**src/rtl/gnr_attractor_ctrl.sv**
```systemverilog
// gnr_attractor_ctrl: Floyd tortoise/hare run controller for one bank of
// dual-copy GNR nodes. Finds transient length (mu), period (lambda) and the
// first attractor state reached from a latched initial state.
// Optional feature: define GNR_TIMEOUT_EN to bound phase 1 at MAX_ROUNDS
// rounds; without it phase 1 is unbounded and timeout stays 0.
module gnr_attractor_ctrl #(
    parameter int NUM_NOS    = 8,
    parameter int CNT_W      = 16,
    parameter int MAX_ROUNDS = 1024
) (
    input  logic               clk,
    input  logic               rst_n,
    input  logic               start,
    input  logic [NUM_NOS-1:0] init_in,
    input  logic [NUM_NOS-1:0] s0,
    input  logic [NUM_NOS-1:0] s1,
    output logic               reset_nos,
    output logic [NUM_NOS-1:0] init_state,
    output logic               start_s0,
    output logic               start_s1,
    output logic               busy,
    output logic               res_valid,
    input  logic               res_ready,
    output logic [CNT_W-1:0]   mu,
    output logic [CNT_W-1:0]   lambda,
    output logic [NUM_NOS-1:0] attr_state,
    output logic               timeout
);

    typedef enum logic [3:0] {
        IDLE,
        LOAD,
        P1A,
        P1B,
        P1C,
        P2A,
        P2B,
        P3R,
        P3L,
        P3C,
        P3A,
        P3B,
        DONE
    } state_t;

    localparam logic [CNT_W-1:0] RND_LIMIT = CNT_W'(MAX_ROUNDS);

    state_t             state_q, state_d;
    logic [NUM_NOS-1:0] init_q, init_d;
    logic [CNT_W-1:0]   rnd_q, rnd_d;
    logic [CNT_W-1:0]   mu_q, mu_d;
    logic [CNT_W-1:0]   lambda_q, lambda_d;
    logic [CNT_W-1:0]   lcnt_q, lcnt_d;
    logic [NUM_NOS-1:0] attr_q, attr_d;
    logic               timeout_q, timeout_d;
    logic               reset_nos_q, reset_nos_d;
    logic               start_s0_q, start_s0_d;
    logic               start_s1_q, start_s1_d;
    logic               busy_q, busy_d;
    logic               valid_q, valid_d;

    logic [CNT_W-1:0]   rnd_inc;
    logic               limit_hit;

    // Round counter increment, held once it reaches the round limit.
    assign rnd_inc = (rnd_q >= RND_LIMIT) ? rnd_q : rnd_q + CNT_W'(1);

`ifdef GNR_TIMEOUT_EN
    assign limit_hit = (rnd_inc >= RND_LIMIT);
`else
    assign limit_hit = 1'b0;
`endif

    // Next-state, counter and result update logic.
    always_comb begin
        state_d   = state_q;
        init_d    = init_q;
        rnd_d     = rnd_q;
        mu_d      = mu_q;
        lambda_d  = lambda_q;
        lcnt_d    = lcnt_q;
        attr_d    = attr_q;
        timeout_d = timeout_q;
        unique case (state_q)
            IDLE: begin
                if (start && !valid_q) begin
                    init_d  = init_in;
                    state_d = LOAD;
                end
            end
            LOAD: begin
                rnd_d     = '0;
                mu_d      = '0;
                lambda_d  = '0;
                attr_d    = '0;
                timeout_d = 1'b0;
                state_d   = P1A;
            end
            P1A: state_d = P1B;
            P1B: state_d = P1C;
            P1C: begin
                rnd_d = rnd_inc;
                if (s0 == s1) begin
                    state_d = P2A;
                end else if (limit_hit) begin
                    timeout_d = 1'b1;
                    mu_d      = '0;
                    lambda_d  = '0;
                    attr_d    = '0;
                    state_d   = DONE;
                end else begin
                    state_d = P1A;
                end
            end
            P2A: state_d = P2B;
            P2B: begin
                lambda_d = lambda_q + CNT_W'(1);
                // Both copies must be reloaded before the lambda-step lead.
                state_d  = (s1 == s0) ? P3R : P2A;
            end
            P3R: begin
                lcnt_d  = lambda_q;
                state_d = P3L;
            end
            P3L: begin
                lcnt_d = lcnt_q - CNT_W'(1);
                if (lcnt_q == CNT_W'(1)) begin
                    state_d = P3C;
                end
            end
            P3C: begin
                if (s0 == s1) begin
                    attr_d  = s0;
                    state_d = DONE;
                end else begin
                    mu_d    = mu_q + CNT_W'(1);
                    state_d = P3A;
                end
            end
            P3A: state_d = P3B;
            P3B: state_d = P3C;
            DONE: begin
                if (res_ready) begin
                    state_d = IDLE;
                end
            end
            default: state_d = IDLE;
        endcase
    end

    // Strobes and status decoded from the next state so they are registered
    // and line up with the state they belong to.
    always_comb begin
        reset_nos_d = (state_d == LOAD) || (state_d == P3R);
        start_s0_d  = (state_d == P1A) || (state_d == P1B) ||
                      (state_d == P3A) || (state_d == P3B);
        start_s1_d  = (state_d == P1A) || (state_d == P1B) ||
                      (state_d == P2A) || (state_d == P3L) ||
                      (state_d == P3A);
        busy_d      = (state_d != IDLE) && (state_d != DONE);
        valid_d     = (state_d == DONE);
    end

    // State, counters and registered outputs; reset aborts any run.
    always_ff @(posedge clk or negedge rst_n) begin
        if (!rst_n) begin
            state_q     <= IDLE;
            init_q      <= '0;
            rnd_q       <= '0;
            mu_q        <= '0;
            lambda_q    <= '0;
            lcnt_q      <= '0;
            attr_q      <= '0;
            timeout_q   <= 1'b0;
            reset_nos_q <= 1'b0;
            start_s0_q  <= 1'b0;
            start_s1_q  <= 1'b0;
            busy_q      <= 1'b0;
            valid_q     <= 1'b0;
        end else begin
            state_q     <= state_d;
            init_q      <= init_d;
            rnd_q       <= rnd_d;
            mu_q        <= mu_d;
            lambda_q    <= lambda_d;
            lcnt_q      <= lcnt_d;
            attr_q      <= attr_d;
            timeout_q   <= timeout_d;
            reset_nos_q <= reset_nos_d;
            start_s0_q  <= start_s0_d;
            start_s1_q  <= start_s1_d;
            busy_q      <= busy_d;
            valid_q     <= valid_d;
        end
    end

    assign reset_nos  = reset_nos_q;
    assign init_state = init_q;
    assign start_s0   = start_s0_q;
    assign start_s1   = start_s1_q;
    assign busy       = busy_q;
    assign res_valid  = valid_q;
    assign mu         = mu_q;
    assign lambda     = lambda_q;
    assign attr_state = attr_q;
    assign timeout    = timeout_q;

endmodule

```
**config.mk**
```make
export PLATFORM = sky130hd
export DESIGN_NAME = gnr_attractor_ctrl
export DESIGN_NICKNAME = d
export VERILOG_FILES = /design/src/rtl/gnr_attractor_ctrl.sv
export SDC_FILE = /design/constraint.sdc
export NUM_CORES = 1
export LEC_CHECK = 0
export ABC_CLOCK_PERIOD_IN_PS = 2200
export CAP_MARGIN = 20
export CORE_MARGIN = 2
export CORE_UTILIZATION = 52
export CTS_BUF_LIST = sky130_fd_sc_hd__clkbuf_8
export DETAILED_ROUTE_END_ITERATION = 10
export PLACE_DENSITY = 0.91
export SYNTH_ARGS = -nofsm -noshare
export SYNTH_HDL_FRONTEND = slang
export SYNTH_SLANG_ARGS = --single-unit
```
**constraint.sdc**
```tcl
create_clock -name clk -period 2.2 [get_ports clk]
set_input_delay 0.66 -clock clk [delete_from_list [all_inputs] [get_ports clk]]
set_output_delay 0.66 -clock clk [all_outputs]
set_load 0.005 [all_outputs]
```
==> report_table.html, run 1 <==
<table>
<tr><th>Metric</th><th>Value</th></tr>
<tr><th colspan="2">Floorplan</th></tr>
<tr><td>Die area</td><td>7814 sq um</td></tr>
<tr><td>Die boundary height</td><td>88.40 microns</td></tr>
<tr><td>I/O Pins</td><td>82</td></tr>
<tr><td>Starting utilization of the core area</td><td>54.21%</td></tr>
<tr><td>Core Footprint</td><td>6832 sq um</td></tr>
<tr><td>Die width</td><td>88.40 microns</td></tr>
<tr><td>Placement Rows</td><td>30</td></tr>
<tr><th colspan="2">Power</th></tr>
<tr><td>Static Leak</td><td>0.002195 uW</td></tr>
<tr><td>Areal power density over the cells</td><td>1057 nW/um^2</td></tr>
<tr><td>Total Power</td><td>5445 uW</td></tr>
<tr><td>Fraction of power spent switching nets</td><td>37.28%</td></tr>
<tr><td>Switching power summed over all nets</td><td>2030 uW</td></tr>
<tr><td>Combinational power share</td><td>42.3%</td></tr>
<tr><td>Fraction of power consumed by the clock network</td><td>21.1%</td></tr>
<tr><td>Int Pwr</td><td>3415 uW</td></tr>
<tr><td>Worst IR Drop VDD</td><td>0.0006912 V</td></tr>
<tr><td>Register share of total power</td><td>36.6%</td></tr>
<tr><th colspan="2">Logic synthesis</th></tr>
<tr><td>Fraction of the yosys area taken by sequential cells</td><td>49.32%</td></tr>
<tr><td>Async set-reset flop share out of synthesis</td><td>100.0%</td></tr>
<tr><td>Library cells used by synthesis</td><td>54</td></tr>
<tr><td>Most used standard cell by instance count after synthesis</td><td>sky130_fd_sc_hd__dfrtp_1</td></tr>
<tr><td>Commonest cells post-synth</td><td>sky130_fd_sc_hd__dfrtp_1, sky130_fd_sc_hd__nand2_1, sky130_fd_sc_hd__nor2_1</td></tr>
<tr><td>Most used flip-flop cell after synthesis</td><td>sky130_fd_sc_hd__dfrtp_1</td></tr>
<tr><td>Most area-hungry cell type in the Yosys netlist</td><td>sky130_fd_sc_hd__dfrtp_1</td></tr>
<tr><td>Area share of the largest cell type after synthesis</td><td>49.32%</td></tr>
<tr><td>Instance count of the mapped netlist</td><td>391</td></tr>
<tr><td>Flops &amp; latches, synth</td><td>73</td></tr>
<tr><td>Synthesized cell area</td><td>3704 sq um</td></tr>
<tr><td>Post-Synthesis Net Count</td><td>423</td></tr>
<tr><td>EDFF count, synth</td><td>0</td></tr>
<tr><td>Synth warn</td><td>0</td></tr>
<tr><td>Main area contributors after synthesis</td><td>sky130_fd_sc_hd__dfrtp_1, sky130_fd_sc_hd__nand2_1, sky130_fd_sc_hd__xnor2_1</td></tr>
<tr><td>Mean instance size in the synthesized netlist</td><td>9.472 sq um</td></tr>
<tr><th colspan="2">Timing</th></tr>
<tr><td>Skew final</td><td>0.01020 ns</td></tr>
<tr><td>Tcrit/Tclk final</td><td>98.96%</td></tr>
<tr><td>Setup repair after global routing missed its margin</td><td>true</td></tr>
<tr><td>Achievable Freq</td><td>0.4593 GHz</td></tr>
<tr><td>Headroom to the max-slew limit</td><td>66.09%</td></tr>
<tr><td>Setup TNS</td><td>0 ns</td></tr>
<tr><td>Final number of setup-violating endpoints</td><td>0</td></tr>
<tr><td>Fin. Hold Viols</td><td>0</td></tr>
<tr><td>Least setup slack across all paths after layout</td><td>0.02284 ns</td></tr>
<tr><td>Final Slew Violations</td><td>0</td></tr>
<tr><td>Transition time at the pin with the least slew margin</td><td>0.5048 ns</td></tr>
<tr><td>Clock period minus final worst setup slack</td><td>2.177 ns</td></tr>
<tr><th colspan="2">Finish</th></tr>
<tr><td>Fill cell count</td><td>477</td></tr>
<tr><td>Sequential cell area</td><td>1827 sq um</td></tr>
<tr><td>Final Non-Filler Cells</td><td>601</td></tr>
<tr><td>Post-synthesis to final-layout area growth</td><td>39.05%</td></tr>
<tr><td>Layout cells sized above 1</td><td>15.84%</td></tr>
<tr><td>Layout Utilization</td><td>75.38%</td></tr>
<tr><td>Final net count</td><td>533</td></tr>
<tr><td>Area taken by multi-input logic gates</td><td>1857 sq um</td></tr>
<tr><td>Ant. Diodes</td><td>0</td></tr>
<tr><th colspan="2">Global route</th></tr>
<tr><td>GRT Total Usage</td><td>28.05%</td></tr>
<tr><td>Remaining global-route overflow</td><td>0</td></tr>
<tr><td>First-pass GRT wire length</td><td>16.77 mm</td></tr>
<tr><td>Initial antenna violation count</td><td>0</td></tr>
<tr><td>Vias in the first global route</td><td>3532</td></tr>
<tr><td>Pin count of the biggest net entering global routing</td><td>40</td></tr>
<tr><th colspan="2">Clock network</th></tr>
<tr><td>Maximum buffer depth of the clock tree</td><td>2</td></tr>
<tr><td>Num CTS Buffers</td><td>9</td></tr>
<tr><td>Clock tree from TritonCTS</td><td>yes</td></tr>
<tr><td>Root buffer cell</td><td>sky130_fd_sc_hd__clkbuf_8</td></tr>
<tr><td>Number of H-tree branching levels</td><td>3</td></tr>
<tr><td>Number of clock sinks</td><td>73</td></tr>
<tr><td>Clock-pin slew reported for the worst setup and hold paths after clock tree synthesis</td><td>0.08 ns</td></tr>
<tr><td>Hold buffers post-CTS</td><td>0</td></tr>
<tr><td>Clock latency on the worst-skew pair</td><td>0.36 ns</td></tr>
<tr><th colspan="2">Worst setup path</th></tr>
<tr><td>Worst stage delay on the critical path</td><td>0.48 ns</td></tr>
<tr><td>CP Max Fanout</td><td>9</td></tr>
<tr><td>Most Frequent Cell on Critical Path</td><td>sky130_fd_sc_hd__buf_4</td></tr>
<tr><td>Crit path required time</td><td>2.47 ns</td></tr>
<tr><td>Critical Setup Path Class</td><td>primary input to flip-flop</td></tr>
<tr><td>Type of destination of the critical path</td><td>flip-flop</td></tr>
<tr><td>Critical Path Slowest Stage Cell</td><td>sky130_fd_sc_hd__clkdlybuf4s50_1</td></tr>
<tr><td>Critical Path, Cell by Cell</td><td>clkdlybuf4s50_1 -&gt; xnor2_1 -&gt; nand4_1 -&gt; o21ai_1 -&gt; buf_4 -&gt; buf_4 -&gt; a21oi_1 -&gt; nand2_1 -&gt; mux2i_1</td></tr>
<tr><td>Worst endpoint data arrival time</td><td>2.45 ns</td></tr>
<tr><td>Critical path launch point type</td><td>primary input</td></tr>
<tr><th colspan="2">Placement</th></tr>
<tr><td>HPWL reported at the end of detailed placement</td><td>7.039 mm</td></tr>
<tr><td>Post-Place Cells</td><td>585</td></tr>
<tr><td>Routability Congestion</td><td>0.9179</td></tr>
<tr><td>Buffers on Ports</td><td>80</td></tr>
<tr><td>Post-Place Setup Slack</td><td>-0.4289 ns</td></tr>
<tr><th colspan="2">Outcome</th></tr>
<tr><td>Run status</td><td>completed</td></tr>
<tr><th colspan="2">Drt</th></tr>
<tr><td>Routed WL</td><td>10.58 mm</td></tr>
<tr><td>Total number of vias</td><td>3510</td></tr>
<tr><td>DRC violation total after the first TritonRoute iteration</td><td>278</td></tr>
<tr><td>Routed WL per cell</td><td>17.61 microns</td></tr>
<tr><td>Antenna viol nets, final</td><td>0</td></tr>
<tr><td>First-pass detailed-route iteration total</td><td>5</td></tr>
<tr><td>Vias per cell</td><td>5.840</td></tr>
<tr><td>DRC</td><td>0</td></tr>
<tr><th colspan="2">Run</th></tr>
<tr><td>Max-capacitance violation count</td><td>0</td></tr>
<tr><th colspan="2">Min path</th></tr>
<tr><td>Type of the worst min-delay path</td><td>primary input to asynchronous set/reset pin</td></tr>
</table>
## registers in the layout, indices dropped and copies added, names as in the netlist
register	cells
attr_state	8
busy	1
init_state	8
lambda	16
lcnt_q	16
mu	16
res_valid	1
reset_nos	1
start_s0	1
start_s1	1
state_q	4
## worst max-delay path: cells and delay by family
family,cells,cell delay (ns)
buffers and inverters,3,0.85
XOR/XNOR,1,0.14
AO/OA/AOI/OAI,2,0.28
AND/OR/NAND/NOR,2,0.28
multiplexers,1,0.22
## power groups by stage
stage / Combinational, uW / Sequential, uW / Clock (uW)
4_1_cts: 2140 / 1970 / 1150
6_report: 2300 / 1990 / 1150
5_1_grt: 2500 / 2040 / 1200
3_3_place_gp: 1990 / 1970 / 0
3_5_place_dp: 2080 / 1990 / 0
2_1_floorplan: 1140 / 1930 / 0
## metrics by stage
stage | hold WS (ns) | instance area, sq um
floorplan | 0.3644 | 3704
global placement | 0.4595 | 4832
detailed placement | 0.4709 | 4832
CTS | 0.2524 | 5054
global route | 0.2789 | 5150
finish | 0.2457 | 5150
## routing by layer
layer,vias up,share of wire [%],track usage (%)
li1,1605,-,-
met1,1718,41,34.34
met2,158,50,48.74
met3,29,6.7,5.970
met4,0,2.3,10.61
met5,-,0,0
## repair_timing
item,in CTS,in global routing
pin swaps,0,5
endpoints found under the setup margin,2,15
gates cloned,0,0
buffers inserted,0,1
gates resized for setup,3,19
## path summary, 6_finish.rpt
path / start / endpoint / slack (ns) / depth (start not counted)
setup / recovery: s1[0] / mu[7]$_DFFE_PN0P_ / 0.02 / 9
hold / removal: rst_n / attr_state[7]$_DFFE_PN0P_ / 0.25 / 1
setup reg to reg: mu[3]$_DFFE_PN0P_ / mu[14]$_DFFE_PN0P_ / 0.10 / 6
hold reg to reg: attr_state[7]$_DFFE_PN0P_ / attr_state[7]$_DFFE_PN0P_ / 0.48 / 2
max in group asynchronous: rst_n / lambda[3]$_DFFE_PN0P_ / 1.35 / 2
min in group clk: attr_state[7]$_DFFE_PN0P_ / attr_state[7]$_DFFE_PN0P_ / 0.48 / 2
## logic make-up after synthesis
group / count (synthesis) / share of synthesized area, %
AND/OR/NAND/NOR: 173 / 22.50
flip-flops: 73 / 49.32
AO/OA/AOI/OAI: 72 / 13.35
buffers and inverters: 28 / 3.040
other: 1 / 0.1013
adder cells (fa/ha/maj): 4 / 1.351
multiplexers: 18 / 5.135
XOR/XNOR: 22 / 5.203
## cell type report
class	count	area share (%)
multi-input combinational	290	36.05
sequential	73	35.47
timing repair buffer	115	21.21
clock buffer	9	2.405
tap	96	2.332
clock inverter	6	1.652
inverter	12	0.8746
## placed cells by master, fill, tap and decap left out, types with 2 or more instances in the layout
cell type,instances
sky130_fd_sc_hd__buf_4,32
sky130_fd_sc_hd__or3_1,5
sky130_fd_sc_hd__o21ai_0,22
sky130_fd_sc_hd__nor2_1,42
sky130_fd_sc_hd__o311ai_0,3
sky130_fd_sc_hd__a211oi_1,6
sky130_fd_sc_hd__a31oi_1,2
sky130_fd_sc_hd__o211ai_1,4
sky130_fd_sc_hd__clkbuf_8,9
sky130_fd_sc_hd__buf_12,2
sky130_fd_sc_hd__dlymetal6s2s_1,2
sky130_fd_sc_hd__nor2_2,2
sky130_fd_sc_hd__mux2i_1,10
sky130_fd_sc_hd__ha_1,4
sky130_fd_sc_hd__bufinv_16,2
sky130_fd_sc_hd__clkdlybuf4s50_1,77
sky130_fd_sc_hd__a21oi_1,12
sky130_fd_sc_hd__or4b_1,2
sky130_fd_sc_hd__and3_1,8
sky130_fd_sc_hd__a221o_1,3
sky130_fd_sc_hd__nand3_1,20
sky130_fd_sc_hd__nand4_1,8
sky130_fd_sc_hd__mux2_2,8
sky130_fd_sc_hd__nand2_1,54
sky130_fd_sc_hd__nor3_1,10
sky130_fd_sc_hd__nand2b_1,4
sky130_fd_sc_hd__dfrtp_1,73
sky130_fd_sc_hd__a211oi_2,2
sky130_fd_sc_hd__xnor2_1,21
sky130_fd_sc_hd__a2111oi_2,3
sky130_fd_sc_hd__a311oi_1,4
sky130_fd_sc_hd__inv_1,12
(Power assumes the default switching activity.)
==> run 2, diff against run 1 <==
--- a/config.mk
+++ b/config.mk
@@ -6,7 +6,6 @@
 export NUM_CORES = 1
 export LEC_CHECK = 0
 export ABC_CLOCK_PERIOD_IN_PS = 2200
-export CAP_MARGIN = 20
 export CORE_MARGIN = 2
 export CORE_UTILIZATION = 52
 export CTS_BUF_LIST = sky130_fd_sc_hd__clkbuf_8
==> results of run 2 <==
Final layout, timing and power as in run 1 (identical DEF).
==> run 3, diff against run 2 <==
==> config.mk (replaced) <==
export PLATFORM = sky130hd
export DESIGN_NAME = gnr_attractor_ctrl
export DESIGN_NICKNAME = d
export VERILOG_FILES = /design/src/rtl/gnr_attractor_ctrl.sv
export SDC_FILE = /design/constraint.sdc
export NUM_CORES = 1
export LEC_CHECK = 0
export ABC_CLOCK_PERIOD_IN_PS = 2700
export CORE_MARGIN = 2
export CORE_UTILIZATION = 56
export CTS_BUF_LIST = sky130_fd_sc_hd__clkbuf_8
export DETAILED_ROUTE_END_ITERATION = 10
export PLACE_DENSITY = 0.95
export SYNTH_ARGS = -nofsm -noshare
export SYNTH_HDL_FRONTEND = slang
export SYNTH_SLANG_ARGS = --single-unit
==> constraint.sdc (replaced) <==
create_clock -name clk -period 2.7 [get_ports clk]
set_input_delay 0.81 -clock clk [delete_from_list [all_inputs] [get_ports clk]]
set_output_delay 0.81 -clock clk [all_outputs]
set_load 0.005 [all_outputs]
==> run 3 against run 2 <==
Global-route usage fell by 0.85 points. Wire length fell by 12%. Flip-flop and latch count unchanged. Combinational power is 33% lower. Utilization is 1.0 points higher. Non-clock buffer count is 16 lower. Sequential share of layout area rose by 2.0 points. Critical path type unchanged.
==> report_table.html, run 3 (same netlist as run 1, synthesis figures left out) <==
<table>
<tr><th>Metric</th><th>Value</th></tr>
<tr><th colspan="2">Worst setup path</th></tr>
<tr><td>Critical Setup Path Class</td><td>primary input to flip-flop</td></tr>
<tr><td>CP Max Fanout</td><td>4</td></tr>
<tr><td>Critical Path, Cell by Cell</td><td>clkdlybuf4s50_1 -&gt; xnor2_1 -&gt; nand4_1 -&gt; buf_4 -&gt; nor4_2 -&gt; a211o_1 -&gt; nand2_1 -&gt; o32ai_1</td></tr>
<tr><td>Critical path buffers and inverters</td><td>2</td></tr>
<tr><td>Critical path launch point type</td><td>primary input</td></tr>
<tr><td>Critical Path Slowest Stage Cell</td><td>sky130_fd_sc_hd__clkdlybuf4s50_1</td></tr>
<tr><td>Crit path required time</td><td>2.95 ns</td></tr>
<tr><td>Count of cells along the worst register-to-register path</td><td>6</td></tr>
<tr><td>Cell depth of the worst setup path</td><td>8</td></tr>
<tr><td>Cell family with most CP delay</td><td>buffers and inverters</td></tr>
<tr><td>Worst endpoint data arrival time</td><td>2.65 ns</td></tr>
<tr><td>Type of destination of the critical path</td><td>flip-flop</td></tr>
<tr><td>Worst stage delay on the critical path</td><td>0.50 ns</td></tr>
<tr><th colspan="2">Timing</th></tr>
<tr><td>Clock period minus final worst setup slack</td><td>2.405 ns</td></tr>
<tr><td>Final number of setup-violating endpoints</td><td>0</td></tr>
<tr><td>Setup repair after global routing missed its margin</td><td>false</td></tr>
<tr><td>Transition time at the pin with the least slew margin</td><td>0.6191 ns</td></tr>
<tr><td>Fin. Hold Viols</td><td>0</td></tr>
<tr><td>Skew final</td><td>0.01105 ns</td></tr>
<tr><td>Headroom to the max-slew limit</td><td>58.73%</td></tr>
<tr><td>Final Slew Violations</td><td>0</td></tr>
<tr><td>Final worst hold slack</td><td>0.4357 ns</td></tr>
<tr><td>Achievable Freq</td><td>0.4159 GHz</td></tr>
<tr><td>Tcrit/Tclk final</td><td>89.06%</td></tr>
<tr><th colspan="2">Clock network</th></tr>
<tr><td>Maximum buffer depth of the clock tree</td><td>2</td></tr>
<tr><td>Quantity of gates resized following cts</td><td>0</td></tr>
<tr><td>Clock tree from TritonCTS</td><td>yes</td></tr>
<tr><td>Number of clock sinks</td><td>73</td></tr>
<tr><td>Clock latency on the worst-skew pair</td><td>0.36 ns</td></tr>
<tr><td>Total setup buffers inserted after CTS</td><td>0</td></tr>
<tr><td>Clock-pin slew reported for the worst setup and hold paths after clock tree synthesis</td><td>0.07 ns</td></tr>
<tr><td>Root buffer cell</td><td>sky130_fd_sc_hd__clkbuf_8</td></tr>
<tr><td>Number of H-tree branching levels</td><td>3</td></tr>
<tr><td>Hold buffers post-CTS</td><td>0</td></tr>
<tr><td>Num CTS Buffers</td><td>9</td></tr>
<tr><th colspan="2">Drt</th></tr>
<tr><td>Vias per cell</td><td>5.982</td></tr>
<tr><td>DRC violation total after the first TritonRoute iteration</td><td>350</td></tr>
<tr><td>Routed WL per cell</td><td>16.46 microns</td></tr>
<tr><td>First-pass detailed-route iteration total</td><td>5</td></tr>
<tr><td>Met3 WL post-DR</td><td>538 microns</td></tr>
<tr><td>Antenna viol nets, final</td><td>0</td></tr>
<tr><td>Total number of vias</td><td>3392</td></tr>
<tr><td>Routed WL</td><td>9.332 mm</td></tr>
<tr><td>DRT met1 WL</td><td>3.830 mm</td></tr>
<tr><td>Wire length on met2</td><td>4.778 mm</td></tr>
<tr><td>DRC</td><td>0</td></tr>
<tr><td>Top layer reached by signal wires</td><td>met4</td></tr>
<tr><th colspan="2">Global route</th></tr>
<tr><td>Remaining global-route overflow</td><td>0</td></tr>
<tr><td>GRT Total Usage</td><td>27.20%</td></tr>
<tr><td>Initial antenna violation count</td><td>0</td></tr>
<tr><td>First-pass GRT wire length</td><td>15.77 mm</td></tr>
<tr><td>Vias in the first global route</td><td>3446</td></tr>
<tr><td>Pin count of the biggest net entering global routing</td><td>38</td></tr>
<tr><th colspan="2">Placement</th></tr>
<tr><td>Routability Congestion</td><td>0.9194</td></tr>
<tr><td>HPWL reported at the end of detailed placement</td><td>6.702 mm</td></tr>
<tr><td>Buffers on Ports</td><td>80</td></tr>
<tr><td>Post-Place Cells</td><td>551</td></tr>
<tr><th colspan="2">Floorplan</th></tr>
<tr><td>Starting utilization of the core area</td><td>57.99%</td></tr>
<tr><td>Die boundary height</td><td>85.33 microns</td></tr>
<tr><td>Core Footprint</td><td>6386 sq um</td></tr>
<tr><td>Placement Rows</td><td>29</td></tr>
<tr><td>I/O Pins</td><td>82</td></tr>
<tr><td>Die area</td><td>7280 sq um</td></tr>
<tr><td>Die width</td><td>85.33 microns</td></tr>
<tr><th colspan="2">Min path</th></tr>
<tr><td>Type of the worst min-delay path</td><td>primary input to asynchronous set/reset pin</td></tr>
<tr><th colspan="2">Power</th></tr>
<tr><td>Areal power density over the cells</td><td>811.5 nW/um^2</td></tr>
<tr><td>Worst IR Drop VDD</td><td>0.0004812 V</td></tr>
<tr><td>Static Leak</td><td>0.002082 uW</td></tr>
<tr><th colspan="2">Run</th></tr>
<tr><td>Max-capacitance violation count</td><td>0</td></tr>
<tr><th colspan="2">Finish</th></tr>
<tr><td>Final net count</td><td>517</td></tr>
<tr><td>Layout cells sized above 1</td><td>10.61%</td></tr>
<tr><td>Final Non-Filler Cells</td><td>567</td></tr>
<tr><td>Ant. Diodes</td><td>0</td></tr>
<tr><td>Post-synthesis to final-layout area growth</td><td>31.76%</td></tr>
<tr><td>Leading cell types in the layout, fill and taps excluded</td><td>sky130_fd_sc_hd__clkdlybuf4s50_1, sky130_fd_sc_hd__dfrtp_1, sky130_fd_sc_hd__nand2_1</td></tr>
<tr><td>Most common cell after layout, fill and taps aside</td><td>sky130_fd_sc_hd__clkdlybuf4s50_1</td></tr>
<tr><th colspan="2">Outcome</th></tr>
<tr><td>Run status</td><td>completed</td></tr>
</table>
-- run 3: worst paths after layout --
check / start / to / slack, ns
hold / removal: rst_n / start_s0$_DFF_PN0_ / 0.44
hold reg to reg: attr_state[2]$_DFFE_PN0P_ / attr_state[2]$_DFFE_PN0P_ / 0.50
min in group clk: attr_state[2]$_DFFE_PN0P_ / attr_state[2]$_DFFE_PN0P_ / 0.50
max in group asynchronous: rst_n / lcnt_q[5]$_DFFE_PN0P_ / 1.52
setup / recovery: s0[3] / start_s1$_DFF_PN0_ / 0.30
setup reg to reg: state_q[1]$_DFF_PN0_ / lambda[12]$_DFFE_PN0P_ / 0.42
-- run 3: layout make-up --
type                    count  area (sq um)
clock inverters             5         22.52
inverters                  12         45.04
repair buffers             99         963.4
well taps                  77         96.34
flip-flops and latches     73          1827
multi-input cells         290          1774
clock buffers              11         151.4
fillers                   402          1506
-- run 3: worst reg2reg max path: cells and delay by family (launching register included) --
kind             cells  cell delay [ns]
AND/OR/NAND/NOR      5             1.42
flip-flops           1             0.59
multiplexers         1             0.19
-- run 3: metal layers --
layer	track usage [%]	vias to the layer above
li1	-	1580
met1	33.93	1655
met2	44.82	140
met3	7.004	17
met4	11.54	0
met5	1.399	-
-- run 3: through the flow --
step / instance area (sq um) / worst slack (ns) / utilization (%) / TNS (ns) / power [uW]
CTS: 4870 / 0.1475 / 76.25 / 0 / 3947
detailed placement: 4696 / -0.2354 / 73.53 / -2.227 / 3177
floorplan: 3704 / 0.4786 / - / 0 / 2505
global route: 4880 / 0.1540 / 76.41 / 0 / 4219
finish: 4880 / 0.2953 / 76.41 / 0 / 3960
global placement: 4696 / -0.02947 / 73.53 / -0.2883 / 3098
-- run 3: power by group --
part           internal, uW  total [uW]  switching [uW]
sequential             1360        1670             309
combinational           756        1530             770
clock                   372         761             388
